[config.mk]
export PLATFORM = sky130hd
export DESIGN_NAME = ps2_cursor_tracker_flat
export DESIGN_NICKNAME = d
export VERILOG_FILES = /design/src/rtl/ps2_pkg.sv /design/src/rtl/ps2_cursor_tracker_if.sv /design/src/rtl/ps2_axis_accum.sv /design/src/rtl/ps2_cursor_tracker.sv /design/src/flat_wrapper.sv
export SDC_FILE = /design/constraint.sdc
export NUM_CORES = 1
export LEC_CHECK = 0
export ABC_AREA = 1
export CORE_MARGIN = 5
export CORE_UTILIZATION = 55
export DETAILED_ROUTE_END_ITERATION = 16
export PLACE_DENSITY = 0.8
export SLEW_MARGIN = 20
export SYNTH_ARGS = -nofsm -noshare
export SYNTH_HDL_FRONTEND = slang
export SYNTH_SLANG_ARGS = --single-unit
export TNS_END_PERCENT = 1
[constraint.sdc]
create_clock -name clk -period 2.21 [get_ports clk]
set_input_delay 0.3315 -clock clk [delete_from_list [all_inputs] [get_ports clk]]
set_output_delay 0.3315 -clock clk [all_outputs]
set_load 0.01 [all_outputs]
[src/rtl/ps2_pkg.sv]
// Shared types and default screen geometry for the PS/2 cursor tracker.
// Field widths of a decoded mouse packet live here so every file agrees on them.
package ps2_pkg;

   typedef enum logic [1:0] {
      ST_IDLE   = 2'd0,
      ST_CALC   = 2'd1,
      ST_COMMIT = 2'd2
   } ps2_state_e;

   localparam int DEF_XMAX  = 639;
   localparam int DEF_YMAX  = 479;
   localparam int DEF_XINIT = 320;
   localparam int DEF_YINIT = 240;

   localparam int BTN_W = 3;
   localparam int DX_W  = 9;
   localparam int DZ_W  = 4;

endpackage

[src/rtl/ps2_cursor_tracker_if.sv]
// Decoded PS/2 packet bus: a one-cycle valid strobe with buttons and signed deltas.
interface ps2_cursor_tracker_if;
   import ps2_pkg::*;

   logic             pkt_valid;
   logic [BTN_W-1:0] btn;
   logic [DX_W-1:0]  dx;
   logic [DX_W-1:0]  dy;
   logic [DZ_W-1:0]  dz;

   modport master (output pkt_valid, btn, dx, dy, dz);
   modport slave  (input  pkt_valid, btn, dx, dy, dz);

endinterface

[src/rtl/ps2_axis_accum.sv]
// One cursor axis: scale a signed delta, add it to the current position and
// clamp or wrap the result into 0..MAX. Purely combinational.
module ps2_axis_accum
   import ps2_pkg::*;
#(
   parameter int CW    = 11,
   parameter int MAX   = DEF_XMAX,
   parameter int SHIFT = 0,
   parameter int WRAP  = 0,
   parameter int INV   = 0
) (
   input  logic [CW-1:0]   cur,
   input  logic [DX_W-1:0] delta,
   output logic [CW-1:0]   nxt
);
   localparam int SW = CW + SHIFT + 2;
   localparam logic signed [SW-1:0] MAX_S = SW'(MAX);
   localparam logic signed [SW-1:0] MOD_S = SW'(MAX + 1);

   logic signed [SW-1:0] scaled;
   logic signed [SW-1:0] limited;
   logic signed [SW-1:0] sum;
   logic signed [SW-1:0] adj;

   always_comb begin
      scaled  = {{(SW-DX_W){delta[DX_W-1]}}, delta} <<< SHIFT;
      limited = scaled;
      if (WRAP != 0) begin
         // one +/-(MAX+1) correction only suffices if the step is within one screen
         if (scaled > MAX_S) begin
            limited = MAX_S;
         end else if (scaled < -MAX_S) begin
            limited = -MAX_S;
         end
      end
      sum = $signed({{(SW-CW){1'b0}}, cur}) + ((INV != 0) ? -limited : limited);
      adj = sum;
      if (sum[SW-1]) begin
         adj = (WRAP != 0) ? sum + MOD_S : '0;
      end else if (sum > MAX_S) begin
         adj = (WRAP != 0) ? sum - MOD_S : MAX_S;
      end
      nxt = adj[CW-1:0];
   end

endmodule

[src/rtl/ps2_cursor_tracker.sv]
// Tracks cursor position, wheel and buttons from decoded PS/2 packets through a
// three-state IDLE/CALC/COMMIT pipeline; packets arriving while busy are counted and dropped.
module ps2_cursor_tracker
   import ps2_pkg::*;
#(
   parameter int CW    = 11,
   parameter int XMAX  = DEF_XMAX,
   parameter int YMAX  = DEF_YMAX,
   parameter int XINIT = DEF_XINIT,
   parameter int YINIT = DEF_YINIT,
   parameter int SHIFT = 0,
   parameter int WRAP  = 0,
   parameter int ZW    = 8
) (
   input  logic                   clk,
   input  logic                   rst_n,
   ps2_cursor_tracker_if.slave    pkt_if,
   input  logic                   recenter,
   output logic [CW-1:0]          xs,
   output logic [CW-1:0]          ys,
   output logic signed [ZW-1:0]   zacc,
   output logic [BTN_W-1:0]       lrm,
   output logic [BTN_W-1:0]       press,
   output logic [BTN_W-1:0]       release_pulse,
   output logic                   upd,
   output logic                   busy,
   output logic [7:0]             drop_cnt
);
   localparam logic signed [ZW-1:0] Z_MAX = {1'b0, {(ZW-1){1'b1}}};
   localparam logic signed [ZW-1:0] Z_MIN = {1'b1, {(ZW-1){1'b0}}};

   ps2_state_e state_q, state_d;

   logic [BTN_W-1:0]     btn_hold_q, btn_hold_d;
   logic [DX_W-1:0]      dx_hold_q, dx_hold_d;
   logic [DX_W-1:0]      dy_hold_q, dy_hold_d;
   logic [DZ_W-1:0]      dz_hold_q, dz_hold_d;
   logic [CW-1:0]        x_calc_q, x_calc_d;
   logic [CW-1:0]        y_calc_q, y_calc_d;
   logic signed [ZW-1:0] z_calc_q, z_calc_d;
   logic [CW-1:0]        xs_q, xs_d;
   logic [CW-1:0]        ys_q, ys_d;
   logic signed [ZW-1:0] zacc_q, zacc_d;
   logic [BTN_W-1:0]     lrm_q, lrm_d;
   logic [BTN_W-1:0]     press_q, press_d;
   logic [BTN_W-1:0]     rel_q, rel_d;
   logic                 upd_q, upd_d;
   logic                 busy_q, busy_d;
   logic [7:0]           drop_q, drop_d;

   logic [CW-1:0]        x_nxt;
   logic [CW-1:0]        y_nxt;
   logic signed [ZW:0]   z_sum;
   logic signed [ZW-1:0] z_nxt;

   ps2_axis_accum #(.CW(CW), .MAX(XMAX), .SHIFT(SHIFT), .WRAP(WRAP), .INV(0)) u_axis_x (
      .cur   (xs_q),
      .delta (dx_hold_q),
      .nxt   (x_nxt)
   );

   // Y delta is mouse-up positive while the screen counts downward
   ps2_axis_accum #(.CW(CW), .MAX(YMAX), .SHIFT(SHIFT), .WRAP(WRAP), .INV(1)) u_axis_y (
      .cur   (ys_q),
      .delta (dy_hold_q),
      .nxt   (y_nxt)
   );

   always_comb begin
      z_sum = {zacc_q[ZW-1], zacc_q} + {{(ZW+1-DZ_W){dz_hold_q[DZ_W-1]}}, dz_hold_q};
      if (z_sum[ZW] != z_sum[ZW-1]) begin
         z_nxt = z_sum[ZW] ? Z_MIN : Z_MAX;
      end else begin
         z_nxt = z_sum[ZW-1:0];
      end
   end

   always_comb begin
      state_d    = state_q;
      btn_hold_d = btn_hold_q;
      dx_hold_d  = dx_hold_q;
      dy_hold_d  = dy_hold_q;
      dz_hold_d  = dz_hold_q;
      x_calc_d   = x_calc_q;
      y_calc_d   = y_calc_q;
      z_calc_d   = z_calc_q;
      xs_d       = xs_q;
      ys_d       = ys_q;
      zacc_d     = zacc_q;
      lrm_d      = lrm_q;
      press_d    = '0;
      rel_d      = '0;
      upd_d      = 1'b0;
      drop_d     = drop_q;

      if (recenter) begin
         // a packet arriving alongside recenter is simply discarded, not counted
         state_d = ST_IDLE;
         xs_d    = CW'(XINIT);
         ys_d    = CW'(YINIT);
         zacc_d  = '0;
      end else begin
         case (state_q)
            ST_IDLE: begin
               if (pkt_if.pkt_valid) begin
                  btn_hold_d = pkt_if.btn;
                  dx_hold_d  = pkt_if.dx;
                  dy_hold_d  = pkt_if.dy;
                  dz_hold_d  = pkt_if.dz;
                  state_d    = ST_CALC;
               end
            end
            ST_CALC: begin
               x_calc_d = x_nxt;
               y_calc_d = y_nxt;
               z_calc_d = z_nxt;
               state_d  = ST_COMMIT;
               if (pkt_if.pkt_valid && drop_q != 8'hFF) begin
                  drop_d = drop_q + 8'd1;
               end
            end
            ST_COMMIT: begin
               xs_d    = x_calc_q;
               ys_d    = y_calc_q;
               zacc_d  = z_calc_q;
               press_d = btn_hold_q & ~lrm_q;
               rel_d   = ~btn_hold_q & lrm_q;
               lrm_d   = btn_hold_q;
               upd_d   = 1'b1;
               state_d = ST_IDLE;
               if (pkt_if.pkt_valid && drop_q != 8'hFF) begin
                  drop_d = drop_q + 8'd1;
               end
            end
            default: state_d = ST_IDLE;
         endcase
      end
      busy_d = (state_d != ST_IDLE);
   end

   always_ff @(posedge clk or negedge rst_n) begin
      if (!rst_n) begin
         state_q    <= ST_IDLE;
         btn_hold_q <= '0;
         dx_hold_q  <= '0;
         dy_hold_q  <= '0;
         dz_hold_q  <= '0;
         x_calc_q   <= '0;
         y_calc_q   <= '0;
         z_calc_q   <= '0;
         xs_q       <= CW'(XINIT);
         ys_q       <= CW'(YINIT);
         zacc_q     <= '0;
         lrm_q      <= '0;
         press_q    <= '0;
         rel_q      <= '0;
         upd_q      <= 1'b0;
         busy_q     <= 1'b0;
         drop_q     <= '0;
      end else begin
         state_q    <= state_d;
         btn_hold_q <= btn_hold_d;
         dx_hold_q  <= dx_hold_d;
         dy_hold_q  <= dy_hold_d;
         dz_hold_q  <= dz_hold_d;
         x_calc_q   <= x_calc_d;
         y_calc_q   <= y_calc_d;
         z_calc_q   <= z_calc_d;
         xs_q       <= xs_d;
         ys_q       <= ys_d;
         zacc_q     <= zacc_d;
         lrm_q      <= lrm_d;
         press_q    <= press_d;
         rel_q      <= rel_d;
         upd_q      <= upd_d;
         busy_q     <= busy_d;
         drop_q     <= drop_d;
      end
   end

   assign xs            = xs_q;
   assign ys            = ys_q;
   assign zacc          = zacc_q;
   assign lrm           = lrm_q;
   assign press         = press_q;
   assign release_pulse = rel_q;
   assign upd           = upd_q;
   assign busy          = busy_q;
   assign drop_cnt      = drop_q;

endmodule

[src/flat_wrapper.sv]
// flat-port wrapper written by rule: the top's interface ports become plain ports
module ps2_cursor_tracker_flat import ps2_pkg::*;
#(
   parameter int CW    = 11,
   parameter int XMAX  = DEF_XMAX,
   parameter int YMAX  = DEF_YMAX,
   parameter int XINIT = DEF_XINIT,
   parameter int YINIT = DEF_YINIT,
   parameter int SHIFT = 0,
   parameter int WRAP  = 0,
   parameter int ZW    = 8
)
  (clk, rst_n, recenter, xs, ys, zacc, lrm, press, release_pulse, upd, busy, drop_cnt, pkt_if_pkt_valid, pkt_if_btn, pkt_if_dx, pkt_if_dy, pkt_if_dz);
  ps2_cursor_tracker_if pkt_if_i ();
  input  logic clk;
  input  logic rst_n;
  input  logic recenter;
  output logic [CW-1:0] xs;
  output logic [CW-1:0] ys;
  output logic signed [ZW-1:0] zacc;
  output logic [BTN_W-1:0] lrm;
  output logic [BTN_W-1:0] press;
  output logic [BTN_W-1:0] release_pulse;
  output logic upd;
  output logic busy;
  output logic [7:0] drop_cnt;
  input wire logic [$bits(pkt_if_i.pkt_valid)-1:0] pkt_if_pkt_valid;
  input wire logic [$bits(pkt_if_i.btn)-1:0] pkt_if_btn;
  input wire logic [$bits(pkt_if_i.dx)-1:0] pkt_if_dx;
  input wire logic [$bits(pkt_if_i.dy)-1:0] pkt_if_dy;
  input wire logic [$bits(pkt_if_i.dz)-1:0] pkt_if_dz;
  assign pkt_if_i.pkt_valid = pkt_if_pkt_valid;
  assign pkt_if_i.btn = pkt_if_btn;
  assign pkt_if_i.dx = pkt_if_dx;
  assign pkt_if_i.dy = pkt_if_dy;
  assign pkt_if_i.dz = pkt_if_dz;
  ps2_cursor_tracker #(.CW(CW), .XMAX(XMAX), .YMAX(YMAX), .XINIT(XINIT), .YINIT(YINIT), .SHIFT(SHIFT), .WRAP(WRAP), .ZW(ZW)) u_core (.clk(clk), .rst_n(rst_n), .pkt_if(pkt_if_i), .recenter(recenter), .xs(xs), .ys(ys), .zacc(zacc), .lrm(lrm), .press(press), .release_pulse(release_pulse), .upd(upd), .busy(busy), .drop_cnt(drop_cnt));
endmodule
==> impl_metrics.ini, run 1 <==
[pwr]
p_per_area_nw_per_um2 = 850
ir_drop_uv = 468
swShare_pct = 36.2
p_seq_share_pct = 42.0
p_int_mw = 4.00
total_leakage_power_nw = 3.59
p_switching_mw = 2.27
pwr-share-clk_pct = 21.5
power.total_mw = 6.26
p_comb_share_pct = 36.4

[detailed_routing]
first_pass_iters = 6
drt-vias-per-instance = 5.32
vias = 4963
drt-initial-drc-count = 372
wl_um = 14400
drc = 0
post_drt_wl_per_cell_um = 15.5
drtAntennaViolNets = 0

[yosys]
synth.most_common_cell = nand2_1
seq_area_frac_synth_pct = 45.7
netlist.area_leader.share_pct = 43.0
async_flop_share_pct = 100
synth_nets = 755
ys_ff_latch = 106
synth_cells = 686
syn_area_per_cell_um2 = 8.48
yosysWarnings = 0
synth_top_area_cell = dfrtp_1
synth_edf_count = 0
synth_area_leaders = dfrtp_1 (43%), nand2_1 (13%), ha_1 (8.0%)
synth_ff_type = dfrtp_1
synth.cells.most_frequent = nand2_1 (195), dfrtp_1 (100), inv_1 (86)
syn_area_um2 = 5820
yosysUniqueCellTypes = 36

[timing]
relSlewSlack_pct = 62.2
rsz0062_at_grt = yes
fin_crit_sh_pct = 95.8
maxSlewViolCount = 0
timing.fmax_mhz = 472
worst_pin_slew_ps = 566
hold_viol = 0
fin_skew_ps = 10.9
post-route-min-period_ps = 2120
setup_viol = 0

[global_routing]
grt_overflow = 0
grt_start_max_net_pins = 44
grt_pass1_vias = 4983
grtUsageTotal_pct = 22.8
grt_pass1_wl_um = 23800
antenna_found_initial = 0

[cells_and_area]
area_growth_pct = 26.7
drive_gt1_share_pct = 15.3
fin_nets = 861
diodes = 0
final_core_utilization_pct = 71.4
fin_cells = 933

[placement]
io_buffers = 77
gp_congestion = 0.911
hpwl_um = 10400
place_inst = 907

[critical_path]
end_kind = flop
critPathRequiredTime_ps = 2490
path_class = flop to flop
cp.arrival_ps = 2400
crit_path_start_kind = flop
crit_fanout = 5

[hold_path]
hold_path_class = input port to asynchronous set/reset pin

[run]
maxCapViolations = 0

[clocking]
clock_latency_ps = 390
clock_sinks = 106
ctsRootBufferMaster = clkbuf_8
cts_tree = built
cts_inserted_buffers = 9
htreeDepth = 3
clk_pin_slew_ps = 100
clockBufferDepth = 2

[die]
rows = 37
ios = 78
initial_core_util_pct = 56.3
core_area_um2 = 10300
dieArea_um2 = 12700
die_w_um = 113
die_h_um = 113

[status]
status = complete, no violations
## final timing paths
kind                                     from                   to  slack [ps]  cells past startpoint
worst max-delay path             u_core.ys[7]   u_core.y_calc_q[0]          90                     11
worst min-delay path                    rst_n  u_core.dx_hold_q[7]         340                      2
worst max register to register   u_core.ys[7]   u_core.y_calc_q[0]          90                     11
worst min register to register  u_core.lrm[0]      u_core.press[0]         450                      1
max in group asynchronous               rst_n       u_core.zacc[4]        1250                      3
min in group clk                u_core.lrm[0]      u_core.press[0]         450                      1
## flip-flops by register name, summed over array words and instances, names as in the netlist, 4 cells and up
name / cells
u_core.z_calc_q: 8
u_core.dz_hold_q: 4
u_core.dy_hold_q: 9
u_core.zacc: 8
u_core.y_calc_q: 11
u_core.drop_cnt: 8
u_core.x_calc_q: 11
u_core.ys: 11
u_core.xs: 11
u_core.dx_hold_q: 9
## per-layer routing
layer  up-vias  wire (um)  GRT usage (%)
li1       2443          -              -
met1      2369       6580           30.6
met2       126       6960           37.7
met3        25        684           4.44
met4         0        231           6.73
met5         -          0              0
## kinds of logic (layout without fill, tap and decap cells)
| logic type | count (synthesis) | count (layout) | synth area share, % |
|---|---|---|---|
| AND/OR/NAND/NOR | 324 | 325 | 23.7 |
| flip-flops | 106 | 106 | 45.7 |
| buffers and inverters | 100 | 208 | 6.56 |
| AO/OA/AOI/OAI | 83 | 85 | 9.42 |
| adder cells (fa/ha/maj) | 40 | 40 | 8.99 |
| XOR/XNOR | 18 | 18 | 2.71 |
| multiplexers | 15 | 15 | 2.90 |
## final cells by class
type	count	area, um2
multi-input combinational	483	3000
fill	795	2950
clock buffer	10	138
sequential	106	2660
timing repair buffer	103	978
tap	136	170
inverter	89	337
clock inverter	6	88.8
## through the flow
stage / hold slack [ps] / setup WS (ps) / instance area (um2) / setup TNS (ps)
floorplan: 35.9 / 170 / 5820 / 0
global route: 360 / -41.9 / 7370 / -360
finish: 344 / 93.6 / 7370 / 0
detailed placement: 211 / 47.0 / 6860 / 0
CTS: 347 / 12.3 / 7100 / 0
global placement: 212 / 107 / 6860 / 0
## power groups by stage
stage	clock network, mW	registers [mW]	logic (mW)
final	1.35	2.63	2.28
after global routing	1.46	2.70	2.56
after CTS	1.38	2.62	2.07
after detailed placement	0	2.65	2.05
after global placement	0	2.64	1.98
after floorplan	0	2.62	1.38
## placed cells by master, fill, tap and decap left out, drive strengths merged
cell / n
mux2: 15
nor3: 6
clkinv: 1
bufinv: 2
fa: 3
a22o: 16
buf: 26
xnor2: 9
o22a: 6
a21oi: 40
clkbuf: 10
a31oi: 1
ha: 37
nand2: 198
dlygate4sd3: 1
o21ai: 13
or2: 2
nand4: 14
o22ai: 3
xor2: 9
clkdlybuf4s50: 76
a21o: 1
clkinvlp: 2
o21bai: 3
o21a: 2
nand3: 43
dfstp: 6
nand3b: 3
nor2: 59
inv: 90
dfrtp: 100
## critical path, stage by stage (launching register included)
cell and delay, ps:
dfstp_2 560, ha_2 310, nand2_2 110, inv_1 70, a21oi_2 170, nand4_1 110, nand2_1 110, nand3_2 140
nor2_2 220, nand2_1 70, nand2_1 70, nand2_1 50
## timing repair
action                     CTS  global route
hold endpoints to repair    12             0
gates resized for setup      0            41
hold buffers                 1             0
setup endpoints to repair    0            22
buffers inserted             0             6
Note: power is estimated with default switching activity, not from simulation.
==> inputs of run 2 (changes only) <==
- SKIP_CTS_REPAIR_TIMING: not set -> 1
- clock period: 2.21 -> 2.6 ns (I/O delays scaled with it)
==> run 2 against run 1 <==
  * Wire length is 2.3% lower
  * Via count is 0.50% lower
  * Register-to-register slack better by 170 ps
  * Power is 20% lower
  * Global-route usage hardly changed
  * Worst setup slack better by 170 ps
  * Worst hold slack better by 120 ps
  * Largest cell class unchanged
  * Highest routed layer unchanged
==> impl_metrics.ini, run 2 (synthesized netlist as in run 1, its figures left out) <==
[hold_path]
min_to = u_core.press[0]
hold_path_class = flop to flop
min_path_cells = 1
min_from = u_core.lrm[0]

[cells_and_area]
diodes = 0
final_common_cell = nand2_1
final_area_um2 = 7000
area_growth_pct = 20.4
final_cell_mix = nand2_1 (195), dfrtp_1 (100), inv_1 (86)
fin_nets = 843
drive_gt1_share_pct = 8.47

[pwr]
p_seq_share_pct = 44.4
p_int_mw = 3.18
pwr-share-clk_pct = 20.8
total_leakage_power_nw = 3.49
ir_drop_uv = 405
swShare_pct = 36.8
p_per_area_nw_per_um2 = 718
p_switching_mw = 1.85
p_comb_share_pct = 34.8

[die]
initial_core_util_pct = 56.3
ios = 78
rows = 37
dieArea_um2 = 12700
core_area_um2 = 10300
die_h_um = 113
die_w_um = 113

[global_routing]
antenna_found_initial = 0
grt_pass1_vias = 4945
grtUsageMet2_pct = 37.6
grt_overflow = 0
grt_pass1_wl_um = 24100
met1_usage_pct = 31.9
met3_usage_pct = 3.32
grtUsageTotal_pct = 22.8
grt_start_max_net_pins = 56
grt-busiest-layer = met2

[critical_path]
r2r-end = u_core.y_calc_q[5]
worstReg2RegStart = u_core.ys[0]
crit_fanout = 9
path_class = flop to flop
end_kind = flop
cp.arrival_ps = 2630
worstRegToRegCells = 14
r2r_slack_ps = 270
crit_path_start_kind = flop
critPathRequiredTime_ps = 2900

[detailed_routing]
first_pass_iters = 5
post_drt_wl_per_cell_um = 15.4
drc = 0
drtAntennaViolNets = 0
drt-initial-drc-count = 354
drt-vias-per-instance = 5.40
vias = 4938
wl_um = 14100

[placement]
dpl_cell_area_um2 = 6790
io_buffers = 77
hpwl_um = 10500
gp_congestion = 0.892

[timing]
hold_viol = 0
fin_skew_ps = 15.9
fin_setup_tns_ps = 0
worst_pin_slew_ps = 655
rsz0062_at_grt = no
timing.fmax_mhz = 429
relSlewSlack_pct = 56.2
holdWs_ps = 461
maxSlewViolCount = 0
setup_viol = 0
fin_crit_sh_pct = 89.7
post-route-min-period_ps = 2330

[clocking]
clock_latency_ps = 360
cts_tree = built
clock_sinks = 106
htreeDepth = 3
clk_pin_slew_ps = 110
cts_inserted_buffers = 9
ctsRootBufferMaster = clkbuf_8
clockBufferDepth = 2

[run]
maxCapViolations = 0

[status]
status = complete, no violations
[run 2: layer usage]
| layer | up-vias | part of all wire (%) |
|---|---|---|
| li1 | 2396 | - |
| met1 | 2362 | 46 |
| met2 | 158 | 48 |
| met3 | 22 | 4.9 |
| met4 | 0 | 1.5 |
| met5 | - | 0 |
[run 2: area by class of cell]
cell class	count	area (um2)
Multi-Input combinational cell	480	2770
Fill cell	841	3320
Clock buffer	10	128
Sequential cell	106	2660
Timing Repair Buffer	88	866
Inverter	89	334
Tap cell	136	170
Clock inverter	6	72.6
[run 2: worst max path at each step]
stage,from,end,slack (ps)
final,u_core.ys[0],u_core.y_calc_q[5],270
after global routing,u_core.xs[0],u_core.x_calc_q[8],70
after CTS,u_core.ys[0],u_core.y_calc_q[5],270
after detailed placement,u_core.ys[0],u_core.y_calc_q[5],300
after global placement,u_core.ys[0],u_core.y_calc_q[5],360
after floorplan,u_core.ys[0],u_core.y_calc_q[5],560
[run 2: power by group through the flow]
stage / logic, mW / clock network, mW / registers [mW]
after floorplan: 1.17 / 0 / 2.23
after global placement: 1.67 / 0 / 2.24
after detailed placement: 1.73 / 0 / 2.26
after CTS: 1.75 / 1.06 / 2.23
after global routing: 1.97 / 1.14 / 2.27
final: 1.75 / 1.04 / 2.23
[run 2: worst max-delay path: stages (launching register included)]
cell     delay [ps]
dfrtp_1         360
inv_1            50
ha_1            230
fa_1            420
inv_1           120
nand3_1          70
nand3_1         120
nand2_1          90
nand2_1         100
nand3_1         100
nand2_1          90
nand2_2          70
a21oi_4         270
nand3_1         110
nand2_1          70
[run 2: stage by stage]
| stage | instances | util (%) | power, mW | setup WS, ps |
|---|---|---|---|---|
| 2_1_floorplan | 686 | - | 3.40 | 560 |
| 3_3_place_gp | 898 | 65.8 | 3.91 | 364 |
| 3_5_place_dp | 898 | 65.8 | 3.99 | 300 |
| 4_1_cts | 914 | 67.7 | 5.03 | 267 |
| 5_1_grt | 915 | 67.8 | 5.38 | 65.2 |
| 6_report | 915 | 67.8 | 5.03 | 267 |
==> inputs of run 3 (changes only) <==
- HOLD_SLACK_MARGIN: not set -> 0.12
- clock period: 2.6 -> 2.8 ns (I/O delays scaled with it)
==> run 3 against run 2 <==
  * Non-clock buffer count shrank 1
  * Worst setup slack gained 200 ps
  * Cell count decreased by 0.11%
  * Largest cell class unchanged
  * Critical path type unchanged
==> impl_metrics.ini, run 3 (synthesized netlist as in run 1, its figures left out) <==
[status]
status = complete, no violations

[cells_and_area]
diodes = 0
final_common_cell = nand2_1
drive_gt1_share_pct = 8.48
fillerInstances = 851
fin_nets = 842
final_cell_mix = nand2_1 (195), dfrtp_1 (100), inv_1 (86)
area_growth_pct = 20.4
final_core_utilization_pct = 67.8
final_area_um2 = 7000

[timing]
rsz0062_at_grt = no
relSlewSlack_pct = 56.4
maxSlewViolCount = 0
timing.fmax_mhz = 429
fin_setup_tns_ps = 0
post-route-min-period_ps = 2330
holdWs_ps = 450
hold_viol = 0
fin_crit_sh_pct = 83.3
worst_pin_slew_ps = 651
setup_viol = 0
fin_skew_ps = 11.4

[clocking]
clock_latency_ps = 370
clock_sinks = 106
cts_inserted_buffers = 9
clockBufferDepth = 2
cts_tree = built
clk_pin_slew_ps = 110
htreeDepth = 3
ctsRootBufferMaster = clkbuf_8

[critical_path]
worstRegToRegCells = 14
worstReg2RegStart = u_core.ys[0]
crit_path_start_kind = flop
end_kind = flop
crit_chain = inv_1 -> ha_1 -> fa_1 -> inv_1 -> nand3_1 -> nand3_1 -> nand2_1 -> nand2_1 -> nand3_1 -> nand2_1 -> nand2_2 -> a21oi_4 -> nand3_1 -> nand2_1
slowest_delay_ps = 420
critPathRequiredTime_ps = 3120
path_class = flop to flop
slowest_stage = fa_1
r2r_slack_ps = 470
cp_top_family = simple AND/OR/NAND/NOR gates
cp.arrival_ps = 2650
crit_fanout = 9
r2r-end = u_core.y_calc_q[5]
path_buf_inv = 2

[global_routing]
grt_pass1_vias = 5092
grt_pass1_wl_um = 24500
antenna_found_initial = 0
grt_overflow = 0
grtUsageTotal_pct = 23.4
grt_start_max_net_pins = 44

[hold_path]
min_path_cells = 1
min_from = u_core.btn_hold_q[2]
min_to = u_core.release_pulse[2]
hold_path_class = flop to flop

[placement]
hpwl_um = 10800
io_buffers = 77
gp_congestion = 0.908
dpl_cell_area_um2 = 6790

[die]
rows = 37
die_w_um = 113
dieArea_um2 = 12700
core_area_um2 = 10300
initial_core_util_pct = 56.3
die_h_um = 113
ios = 78

[pwr]
ir_drop_uv = 455
total_leakage_power_nw = 3.49
p_per_area_nw_per_um2 = 670

[run]
maxCapViolations = 0

[detailed_routing]
first_pass_iters = 6
wl_um = 14300
drtAntennaViolNets = 0
vias = 4957
post_drt_wl_per_cell_um = 15.6
drc = 0
drt-initial-drc-count = 343
drt-vias-per-instance = 5.42
-- run 3: per-stage QoR --
stage	setup slack, ps	instances	total power [mW]
2_1_floorplan	760	686	3.16
3_3_place_gp	527	897	3.65
3_5_place_dp	527	897	3.72
4_1_cts	481	913	4.72
5_1_grt	306	914	5.03
6_report	469	914	4.69
-- run 3: final cells by class --
class / count / area [um2] / share of cell area [%]
Clock inverter: 7 / 82.6 / 1.18
Timing Repair Buffer: 87 / 858 / 12.3
Sequential cell: 106 / 2660 / 38.0
Inverter: 89 / 334 / 4.77
Clock buffer: 9 / 124 / 1.77
Multi-Input combinational cell: 480 / 2770 / 39.6
Tap cell: 136 / 170 / 2.43
-- run 3: worst max-delay path by stage --
stage	cells past startpoint	to	start
2_1_floorplan	14	u_core.y_calc_q[5]	u_core.ys[0]
3_3_place_gp	14	u_core.y_calc_q[5]	u_core.ys[0]
3_5_place_dp	4	u_core.xs[6]	recenter
4_1_cts	14	u_core.y_calc_q[5]	u_core.ys[0]
5_1_grt	14	u_core.y_calc_q[5]	u_core.ys[0]
6_report	14	u_core.y_calc_q[5]	u_core.ys[0]
-- run 3: layer usage --
metal,global-route usage [%],routed length (um)
met1,31.8,6350
met2,39.4,7050
met5,0,0
met4,6.33,197
met3,3.48,701
-- run 3: power by group --
group | internal (mW) | leakage (nW) | total (mW) | switching, mW
sequential | 1.85 | 1.33 | 2.08 | 0.232
combinational | 0.680 | 2.06 | 1.64 | 0.956
clock | 0.429 | 0.0988 | 0.978 | 0.549
total | 2.96 | 3.49 | 4.69 | 1.74
